--- config.mk ---
export PLATFORM = sky130hd
export DESIGN_NAME = e203_exu_longp_wbuf
export DESIGN_NICKNAME = d
export VERILOG_FILES = /design/src/rtl/e203_exu_longp_wbuf.sv
export SDC_FILE = /design/constraint.sdc
export NUM_CORES = 1
export LEC_CHECK = 0
export BUFFER_PORTS_ARGS = -buffer_cell sky130_fd_sc_hd__buf_2
export CAP_MARGIN = 20
export CORE_ASPECT_RATIO = 1.75
export CORE_MARGIN = 10
export CORE_UTILIZATION = 39
export DETAILED_ROUTE_END_ITERATION = 7
export PLACE_DENSITY = 0.75
export RECOVER_POWER = 25
export SLEW_MARGIN = 40
export SYNTH_ARGS = -nofsm -noshare
export SYNTH_HDL_FRONTEND = slang
export SYNTH_SLANG_ARGS = --single-unit
--- constraint.sdc ---
create_clock -name clk -period 4.2 [get_ports clk]
set_input_delay 1.26 -clock clk [delete_from_list [all_inputs] [get_ports clk]]
set_output_delay 1.26 -clock clk [all_outputs]
set_load 0.005 [all_outputs]
--- src/rtl/e203_exu_longp_wbuf.sv ---
// In-order write-back buffer for long-pipe results (LSU, MUL/DIV), released in OITF retire order.
// Latency: 1 cycle from accept to write-back; 0 cycles when E203_LONGP_WBUF_BYPASS_EN is defined and the result is the head.
// Backpressure: a producer sees ready=0 while its tag's slot is full; a stalled head holds its payload until the outlet is ready.
module e203_exu_longp_wbuf #(
  parameter int ITAG_W = 1
) (
  input  logic              clk,
  input  logic              rst_n,

  input  logic              lsu_wbck_i_valid,
  output logic              lsu_wbck_i_ready,
  input  logic [31:0]       lsu_wbck_i_wdat,
  input  logic [ITAG_W-1:0] lsu_wbck_i_itag,
  input  logic              lsu_wbck_i_err,

  input  logic              mdv_wbck_i_valid,
  output logic              mdv_wbck_i_ready,
  input  logic [31:0]       mdv_wbck_i_wdat,
  input  logic [ITAG_W-1:0] mdv_wbck_i_itag,
  input  logic              mdv_wbck_i_err,

  input  logic              oitf_empty,
  input  logic [ITAG_W-1:0] oitf_ret_ptr,
  input  logic [4:0]        oitf_ret_rdidx,
  input  logic              oitf_ret_rdwen,
  input  logic              oitf_ret_rdfpu,
  output logic              oitf_ret_ena,

  output logic              longp_wbck_o_valid,
  input  logic              longp_wbck_o_ready,
  output logic [31:0]       longp_wbck_o_wdat,
  output logic [4:0]        longp_wbck_o_flags,
  output logic [4:0]        longp_wbck_o_rdidx,
  output logic              longp_wbck_o_rdfpu,

  output logic              longp_excp_o_valid,
  input  logic              longp_excp_o_ready
);

  localparam int XLEN  = 32;
  localparam int NSLOT = 1 << ITAG_W;

  // Per-slot state, indexed by instruction tag. rdidx/rdfpu come from the OITF at retire.
  logic [NSLOT-1:0] vld;
  logic [NSLOT-1:0] err;
  logic [XLEN-1:0]  wdat_q [NSLOT];

  logic            lsu_acc, mdv_acc;
  logic            lsu_byp, mdv_byp;
  logic            stor_go;
  logic            head_go;
  logic            head_err;
  logic [XLEN-1:0] head_dat;
  logic            stor_ret;

  // Whether the outlet a head of the given error class would use can take it now.
  function automatic logic outlet_rdy(input logic is_err);
    if (is_err)              return longp_excp_o_ready;
    else if (oitf_ret_rdwen) return longp_wbck_o_ready;
    else                     return 1'b1;
  endfunction

  // Accept rule uses registered vld only, so a slot freed this cycle refills next cycle at the earliest.
  // On a same-tag collision the LSU wins.
  always_comb begin
    lsu_wbck_i_ready = ~vld[lsu_wbck_i_itag];
    mdv_wbck_i_ready = ~vld[mdv_wbck_i_itag]
                     & ~(lsu_wbck_i_valid & (lsu_wbck_i_itag == mdv_wbck_i_itag));
    lsu_acc = lsu_wbck_i_valid & lsu_wbck_i_ready;
    mdv_acc = mdv_wbck_i_valid & mdv_wbck_i_ready;
  end

`ifdef E203_LONGP_WBUF_BYPASS_EN
  // An arriving result matching an empty head slot retires straight through; LSU has priority.
  always_comb begin
    lsu_byp = lsu_acc & (lsu_wbck_i_itag == oitf_ret_ptr) & ~vld[oitf_ret_ptr]
            & ~oitf_empty & outlet_rdy(lsu_wbck_i_err);
    mdv_byp = mdv_acc & (mdv_wbck_i_itag == oitf_ret_ptr) & ~vld[oitf_ret_ptr]
            & ~oitf_empty & outlet_rdy(mdv_wbck_i_err) & ~lsu_byp;
  end
`else
  // Every result is registered first.
  always_comb begin
    lsu_byp = 1'b0;
    mdv_byp = 1'b0;
  end
`endif

  // Head selection: a bypassing result, otherwise the stored slot at the retire pointer.
  always_comb begin
    stor_go  = vld[oitf_ret_ptr] & ~oitf_empty;
    head_go  = stor_go | lsu_byp | mdv_byp;
    head_err = err[oitf_ret_ptr];
    head_dat = wdat_q[oitf_ret_ptr];
    if (lsu_byp) begin
      head_err = lsu_wbck_i_err;
      head_dat = lsu_wbck_i_wdat;
    end else if (mdv_byp) begin
      head_err = mdv_wbck_i_err;
      head_dat = mdv_wbck_i_wdat;
    end
  end

  // Outlet steering and retire pulse; payload is forced to zero whenever write-back is not valid.
  always_comb begin
    longp_wbck_o_valid = head_go & ~head_err & oitf_ret_rdwen;
    longp_excp_o_valid = head_go & head_err;
    oitf_ret_ena       = head_go & outlet_rdy(head_err);
    longp_wbck_o_flags = 5'b0;
    longp_wbck_o_wdat  = longp_wbck_o_valid ? head_dat       : '0;
    longp_wbck_o_rdidx = longp_wbck_o_valid ? oitf_ret_rdidx : '0;
    longp_wbck_o_rdfpu = longp_wbck_o_valid & oitf_ret_rdfpu;
    stor_ret           = oitf_ret_ena & stor_go & ~lsu_byp & ~mdv_byp;
  end

  // Slot valid/error bookkeeping: set on a registered accept, clear on retire of the stored head.
  always_ff @(posedge clk or negedge rst_n) begin
    if (!rst_n) begin
      vld <= '0;
      err <= '0;
    end else begin
      for (int i = 0; i < NSLOT; i++) begin
        if (stor_ret && (oitf_ret_ptr == ITAG_W'(i))) vld[i] <= 1'b0;
        if (lsu_acc && !lsu_byp && (lsu_wbck_i_itag == ITAG_W'(i))) begin
          vld[i] <= 1'b1;
          err[i] <= lsu_wbck_i_err;
        end
        if (mdv_acc && !mdv_byp && (mdv_wbck_i_itag == ITAG_W'(i))) begin
          vld[i] <= 1'b1;
          err[i] <= mdv_wbck_i_err;
        end
      end
    end
  end

  // Result data capture; left unreset because outputs are masked while no slot is valid.
  always_ff @(posedge clk) begin
    for (int i = 0; i < NSLOT; i++) begin
      if (lsu_acc && !lsu_byp && (lsu_wbck_i_itag == ITAG_W'(i))) wdat_q[i] <= lsu_wbck_i_wdat;
      if (mdv_acc && !mdv_byp && (mdv_wbck_i_itag == ITAG_W'(i))) wdat_q[i] <= mdv_wbck_i_wdat;
    end
  end

  // Two producers never complete the same tag in one cycle.
  a_tag_clash: assert property (@(posedge clk) disable iff (!rst_n)
    !(lsu_wbck_i_valid && mdv_wbck_i_valid && (lsu_wbck_i_itag == mdv_wbck_i_itag)));

  // A buffered head implies an outstanding OITF entry.
  a_head_without_oitf: assert property (@(posedge clk) disable iff (!rst_n)
    !(vld[oitf_ret_ptr] && oitf_empty));

endmodule

==> run metrics, run 1 <==
number of optimization iterations in the first detailed-route pass=4; type of the most critical hold path=flop to flop; sequential cell fraction of total power=0.457; CTS Hold Bufs=0; final slew viol count=0; count of buffers added by post-CTS timing repair for setup=0; fin worst setup slack=~0.55 ns; standard-cell row count=46; clock latency at the later pin of the worst-skew pair=about 0.32 ns; final core utilization=0.5057; cell leakage power=2.008 nW; clock buffer depth=2; post-detailed-route via-to-cell ratio=4.840; r2r startpoint=vld[1]; Combinational Power Share=0.151; Most Frequent Cell on Critical Path=sky130_fd_sc_hd__buf_2; global-route wire length before repair=14,190 um; fin nets=between 400 and 500; DRC violation count after routing=0; Num Clock Sinks=68; initial core utilization=0.4005; number of enable-type register cells in the synthesized netlist=64; internal power consumption=1.401 mW; floorplan core area=9151 um2; max-slew headroom at the worst pin=0.1186; Post-Synthesis Cell Area=3665 um2; biggest area consumer among synthesized cells=sky130_fd_sc_hd__edfxtp_1; result of the run=finished, final reports clean; Placed Area=4393 um2; Max Clk Rate=between 200 and 300 MHz; total clock buffers created by CTS=9; leading post-synthesis cells by cell area=sky130_fd_sc_hd__edfxtp_1 52%, sky130_fd_sc_hd__mux2_2 19%, sky130_fd_sc_hd__mux2i_1 9.6%, sky130_fd_sc_hd__nor2_1 4.4%, sky130_fd_sc_hd__dfrtp_1 2.7%; final weighted congestion in routability-driven placement=0.7754; sum of internal, switching and leakage power=1.832 mW; portion of synthesized cell area occupied by the leading cell type=0.5244; Cell Chain, Critical Path=buf_2 > mux2i_2 > nand4b_1 > buf_4 > nor2_1 > buf_2; total I/O pin count=131; crit path time final=approximately 3.7 ns; switching power share of the total=0.2355; worst-path fanout max=14; clock transition at the registers of the reported paths=0.06 ns; leading cell type by number of instances after synthesis=sky130_fd_sc_hd__edfxtp_1; final number of hold-violating endpoints=0; Least-Margin Pin Slew=about 1.3 ns; sequential cell area fraction in the yosys report=0.5517; minimum setup slack among reg-to-reg paths=1.44 ns; worst setup path category=input port to primary output; total length of routed wires=~9000 um; total of fill cells in the finished design=810; number of synthesized register bits=68; worst stage delay on the critical path=0.29 ns; Worst Min Path Start=err[1]; number of DRC violations after detailed-routing iteration 0=56; Total Neg Setup Slack=0 ns; input/output buffers=125; Worst path top cell family by delay=buffers and inverters; Routed Antenna Nets=0; worst setup slack after placement=0.5650 ns; HPWL after detailed placement=approximately 6900 um; proportion of layout cells with a drive suffix above 1=0.5225; total routing usage reported by global routing=0.1328; number of max-capacitance violations reported=0; leftover overflow at the end of global routing=0; via total after detailed routing=around 2,500; H-tree levels=3; synthesized area per cell=roughly 14 um2; Max Clock Skew=0.005928 ns; die outline area=13,830 um2; net switching power=between 0.4 and 0.5 mW; Final Instance Area=roughly 4600 um2; worst ir drop on vdd=around 0.25 mV; number of antenna violations at the first check in global routing=0; critical path capture point type=primary output; area occupied by multi-input gates=1459 um2; crit path DAT=2.39 ns; depth of the worst register-to-register path=2; average wire length per cell after detail routing=17.51 um; area added between synthesis and finish=26.29%; buffer and inverter count on the worst path=3; Die Width=slightly above 90 um; portion of total power attributed to the clock network=0.392; die height=148.2 um; total number of yosys warnings=0; Reg2Reg Capture Point=wdat_q[1][15]; most frequently used flop master after synthesis=sky130_fd_sc_hd__edfxtp_1; ys async rst share=0.05882; TritonCTS clock tree=built; via count of the first global-routing pass=around 2,800; cell depth of the worst hold path=2; PostCTS Resize Cnt=0; RSZ-0062 raised after global routing=false; power density over cell area=395.8 nW/um2; distinct cell type count of the synthesized netlist=30; number of setup violations in the final report=0; required time worst endpoint=2.94 ns; number of cells produced by synthesis=266; standard cell with the maximum stage delay on the critical path=sky130_fd_sc_hd__mux2i_2; Startpoint Class=input port; largest net degree at the start of global routing=26; period utilisation layout=0.8694; FF+latch area=2022 um2; number of antenna cells inserted=0; Commonest cells post-synth=64 x sky130_fd_sc_hd__edfxtp_1, 62 x sky130_fd_sc_hd__mux2_2, 43 x sky130_fd_sc_hd__nor2_1; worst hold path endpoint=err[1]; library cell used as clock root buffer=sky130_fd_sc_hd__clkbuf_16
## logic make-up (layout without fill, tap and decap cells)
group           Yosys count  in the layout  share of synthesized area
simple gates             59             59                    0.07545
mux                     102            102                     0.3022
compound gates            8              8                    0.01639
buf+inv                  28            158                    0.05326
flops                    68             68                     0.5517
other cells               1              5                   0.001023
## worst max-delay path by stage
| stage | cells past startpoint | endpoint | startpoint | slack, ns |
|---|---|---|---|---|
| finish | 6 | longp_wbck_o_wdat[6] | oitf_ret_ptr | 0.55 |
| global route | 4 | wdat_q[1][14] | mdv_wbck_i_itag | 0.33 |
| CTS | 6 | longp_wbck_o_wdat[3] | oitf_ret_ptr | 0.55 |
| detailed placement | 6 | longp_wbck_o_wdat[13] | oitf_ret_ptr | 0.56 |
| global placement | 6 | longp_wbck_o_wdat[3] | oitf_ret_ptr | 0.60 |
| floorplan | 6 | longp_wbck_o_wdat[28] | oitf_ret_ptr | 0.73 |
## power groups by stage
| stage | logic (mW) | registers, mW | clock network [mW] |
|---|---|---|---|
| 3_5_place_dp | 0.289 | 0.853 | 0 |
| 6_report | 0.276 | 0.838 | 0.718 |
| 5_1_grt | 0.308 | 0.844 | 0.764 |
| 3_3_place_gp | 0.273 | 0.851 | 0 |
| 2_1_floorplan | 0.183 | 0.841 | 0 |
| 4_1_cts | 0.290 | 0.840 | 0.733 |
## cells in the final DEF (no fill, tap or decap), types with 5 or more instances in the layout
| cell type | n |
|---|---|
| sky130_fd_sc_hd__nor2_1 | 42 |
| sky130_fd_sc_hd__mux2i_1 | 35 |
| sky130_fd_sc_hd__buf_2 | 123 |
| sky130_fd_sc_hd__mux2_2 | 62 |
| sky130_fd_sc_hd__conb_1 | 5 |
| sky130_fd_sc_hd__buf_4 | 7 |
| sky130_fd_sc_hd__clkbuf_16 | 9 |
| sky130_fd_sc_hd__inv_1 | 8 |
| sky130_fd_sc_hd__clkbuf_1 | 5 |
| sky130_fd_sc_hd__edfxtp_1 | 64 |
## worst register-to-register path: cells and delay by family, from the launching register on
kind	cells	cell delay (ns)
simple gates	1	1.03
buf+inv	1	0.88
flops	1	0.46
## routing by layer
layer	track usage	routed length (um)	share of wire	up-vias
li1	-	-	-	1237
met1	0.1260	3184	0.35	1194
met2	0.2514	5197	0.57	75
met3	0.03327	547	0.060	11
met4	0.06589	177	0.019	0
met5	0	0	0	-
## flip-flops by register name, indices dropped and copies added, names as in the netlist
register	cells
wdat_q	64
err	2
vld	2
## layout make-up
type,instances,area share
Inverter,8,0.006488
Clock buffer,10,0.04947
Timing Repair Buffer,134,0.1476
Sequential cell,68,0.4369
Tap cell,120,0.03244
Multi-Input combinational cell,174,0.3152
Clock inverter,6,0.01190
## metrics by stage
stage / cells / hold WS (ns)
after floorplan: 270 / 0.5377
after global placement: 503 / 0.5816
after detailed placement: 504 / 0.5989
after CTS: 520 / 0.6124
after global routing: 520 / 0.6250
final: 520 / 0.6055
Note: power is estimated with default switching activity, not from simulation.
==> run 2, diff against run 1 <==
CELL_PAD_IN_SITES_DETAIL_PLACEMENT = 1   (was unset)
CELL_PAD_IN_SITES_GLOBAL_PLACEMENT = 1   (was unset)
PLACE_DENSITY = 0.9   (was 0.75)
==> run 2 against run 1 <==
  * Cell count unchanged
  * Clock skew up 0.00077 ns
  * Sequential share of layout area up 0.25 points
  * Clock power down 8.5%
  * Highest routed layer unchanged
  * Non-clock buffer count unchanged
  * Worst hold slack better by 0.0046 ns
  * Register-to-register slack worse by 0.13 ns
  * Via count up 3.4%
  * Largest power group unchanged
==> run metrics, run 2 (synthesis gave the netlist of run 1 again) <==
FF+latch area=2022 um2 (unchanged); period utilisation layout=0.9051 (was 0.8694); number of optimization iterations in the first detailed-route pass=7 (was 4); met2 usage=0.2878 (was 0.2514); required time worst endpoint=2.94 ns (about the same); worst stage delay on the critical path=0.37 ns (was 0.29 ns); critical path capture point type=primary output (unchanged); library cell used as clock root buffer=sky130_fd_sc_hd__clkbuf_16 (unchanged); leading cell types in the layout, fill and taps excluded=122 x sky130_fd_sc_hd__buf_2, 64 x sky130_fd_sc_hd__edfxtp_1, 62 x sky130_fd_sc_hd__mux2_2, 42 x sky130_fd_sc_hd__nor2_1, 35 x sky130_fd_sc_hd__mux2i_1 (was 123 x sky130_fd_sc_hd__buf_2, 64 x sky130_fd_sc_hd__edfxtp_1, 62 x sky130_fd_sc_hd__mux2_2, 42 x sky130_fd_sc_hd__nor2_1, 35 x sky130_fd_sc_hd__mux2i_1); via total after detailed routing=2,602 (was 2,517); depth of the worst register-to-register path=2 (unchanged); clock transition at the registers of the reported paths=0.05 ns (was 0.06 ns); cell depth of the worst hold path=2 (unchanged); Least-Margin Pin Slew=1.387 ns (was 1.317 ns); worst-path fanout max=29 (was 14); final slew viol count=0 (unchanged); register containing the most flip-flops in the final layout=wdat_q (unchanged); HPWL after detailed placement=7760 um (was 6923 um); fin nets=478 (unchanged); total of fill cells in the finished design=986 (was 810); standard cell with the maximum stage delay on the critical path=sky130_fd_sc_hd__mux2_2 (was sky130_fd_sc_hd__mux2i_2); clock latency at the later pin of the worst-skew pair=0.32 ns (about the same); worst setup path category=input port to primary output (unchanged); via count of the first global-routing pass=3,010 (was 2,813); number of max-capacitance violations reported=0 (unchanged); input/output buffers=125 (unchanged); largest net degree at the start of global routing=33 (was 26); max-slew headroom at the worst pin=0.07188 (was 0.1186); PostCTS Resize Cnt=0 (unchanged); Die Width=93.28 um (unchanged); final number of hold-violating endpoints=0 (unchanged); floorplan core area=9151 um2 (unchanged); number of setup violations in the final report=0 (unchanged); crit path DAT=2.54 ns (was 2.39 ns); DRC violation count after routing=0 (unchanged); Max Clk Rate=263.1 MHz (was 273.9 MHz); area occupied by multi-input gates=1456 um2 (was 1459 um2); Total Neg Setup Slack=0 ns (unchanged); crit path time final=3.802 ns (was 3.651 ns); worst hold margin=0.6101 ns (was 0.6055 ns); total length of routed wires=10,190 um (was 9107 um); number of antenna violations at the first check in global routing=1 (was 0); proportion of layout cells with a drive suffix above 1=0.5213 (was 0.5225); met3 layer usage reported by global route=0.04335 (was 0.03327); Cell Chain, Critical Path=clkbuf_1 > mux2_2 > nand4b_1 > buf_4 > nor2_1 > buf_2 (was buf_2 > mux2i_2 > nand4b_1 > buf_4 > nor2_1 > buf_2); die outline area=13,830 um2 (unchanged); cell leakage power=1.991 nW (was 2.008 nW); die height=148.2 um (unchanged); biggest registers after layout=wdat_q: 64 flops, err: 2 flops, vld: 2 flops (unchanged); initial core utilization=0.4005 (unchanged); post-detailed-route via-to-cell ratio=5.004 (was 4.840); number of flip-flops under the largest register name=64 (unchanged); Routed Antenna Nets=0 (unchanged); total clock buffers created by CTS=9 (unchanged); TritonCTS clock tree=built (unchanged); power density over cell area=386.0 nW/um2 (was 395.8 nW/um2); Stages on worst setup path=6 (unchanged); Worst path top cell family by delay=buffers and inverters (unchanged); clock buffer depth=2 (unchanged); result of the run=finished, final reports clean (unchanged); buffer and inverter count on the worst path=3 (unchanged); leftover overflow at the end of global routing=0 (unchanged); number of DRC violations after detailed-routing iteration 0=92 (was 56); total I/O pin count=131 (unchanged); global-route wire length before repair=15,740 um (was 14,190 um); type of the most critical hold path=flop to flop (unchanged); most common cell after layout, fill and taps aside=sky130_fd_sc_hd__buf_2 (unchanged); Startpoint Class=input port (unchanged); H-tree levels=3 (unchanged); standard-cell row count=46 (unchanged); Max Clock Skew=0.006700 ns (was 0.005928 ns); total routing usage reported by global routing=0.1466 (was 0.1328); Num Clock Sinks=68 (unchanged); met1 Usage GRT=0.1300 (was 0.1260); most crowded layer after global routing=met2 (unchanged); CTS Hold Bufs=0 (unchanged); RSZ-0062 raised after global routing=false (unchanged); average wire length per cell after detail routing=19.60 um (was 17.51 um); worst ir drop on vdd=0.2151 mV (was 0.2460 mV); area added between synthesis and finish=25.57% (was 26.29%); count of buffers added by post-CTS timing repair for setup=0 (unchanged); final weighted congestion in routability-driven placement=0.7866 (was 0.7754)
==> run 2: through the flow <==
stage | utilization | instance area [um2] | power (mW) | instances | setup slack, ns
after floorplan | - | 3680 | 1.024 | 270 | 0.7311
after global placement | 0.4770 | 4365 | 1.127 | 503 | 0.5633
after detailed placement | 0.4800 | 4393 | 1.148 | 504 | 0.4794
after CTS | 0.5083 | 4652 | 1.805 | 519 | 0.4705
after global routing | 0.5029 | 4602 | 1.857 | 520 | 0.2286
final | 0.5029 | 4602 | 1.776 | 520 | 0.3985
==> run 2: worst paths after layout <==
check                             start                    to  slack, ns
max in group asynchronous         rst_n                vld[0]       3.28
min in group asynchronous         rst_n                vld[1]       0.75
min reg2reg                      err[1]                err[1]       0.61
max                        oitf_ret_ptr  longp_wbck_o_wdat[0]       0.40
min                              err[1]                err[1]       0.61
max reg2reg                      vld[1]         wdat_q[1][16]       1.31
==> run 2: power breakdown <==
group / total [mW] / switching (mW) / internal, mW
clock: 0.657 / 0.265 / 0.392
combinational: 0.279 / 0.141 / 0.137
sequential: 0.841 / 0.0304 / 0.810
==> run 2: worst min-delay path, stage by stage, from the launching register on <==
cell and delay, ns:
sky130_fd_sc_hd__dfrtp_1 0.43, sky130_fd_sc_hd__a21oi_1 0.09, sky130_fd_sc_hd__nand3_1 0.05
==> run 2: area by class of cell <==
class	instances	area share
timing repair buffer	134	0.1482
multi-input combinational	174	0.3165
clock inverter	5	0.006525
sequential	68	0.4394
clock buffer	10	0.04976
antenna	1	0.0005438
inverter	8	0.006525
tap	120	0.03263
==> run 2: layer usage <==
metal | part of all wire | vias up | routed length, um
met5 | 0 | - | 0
met4 | 0.026 | 0 | 260
met3 | 0.072 | 12 | 731
met2 | 0.57 | 83 | 5815
met1 | 0.33 | 1285 | 3384
li1 | - | 1222 | -
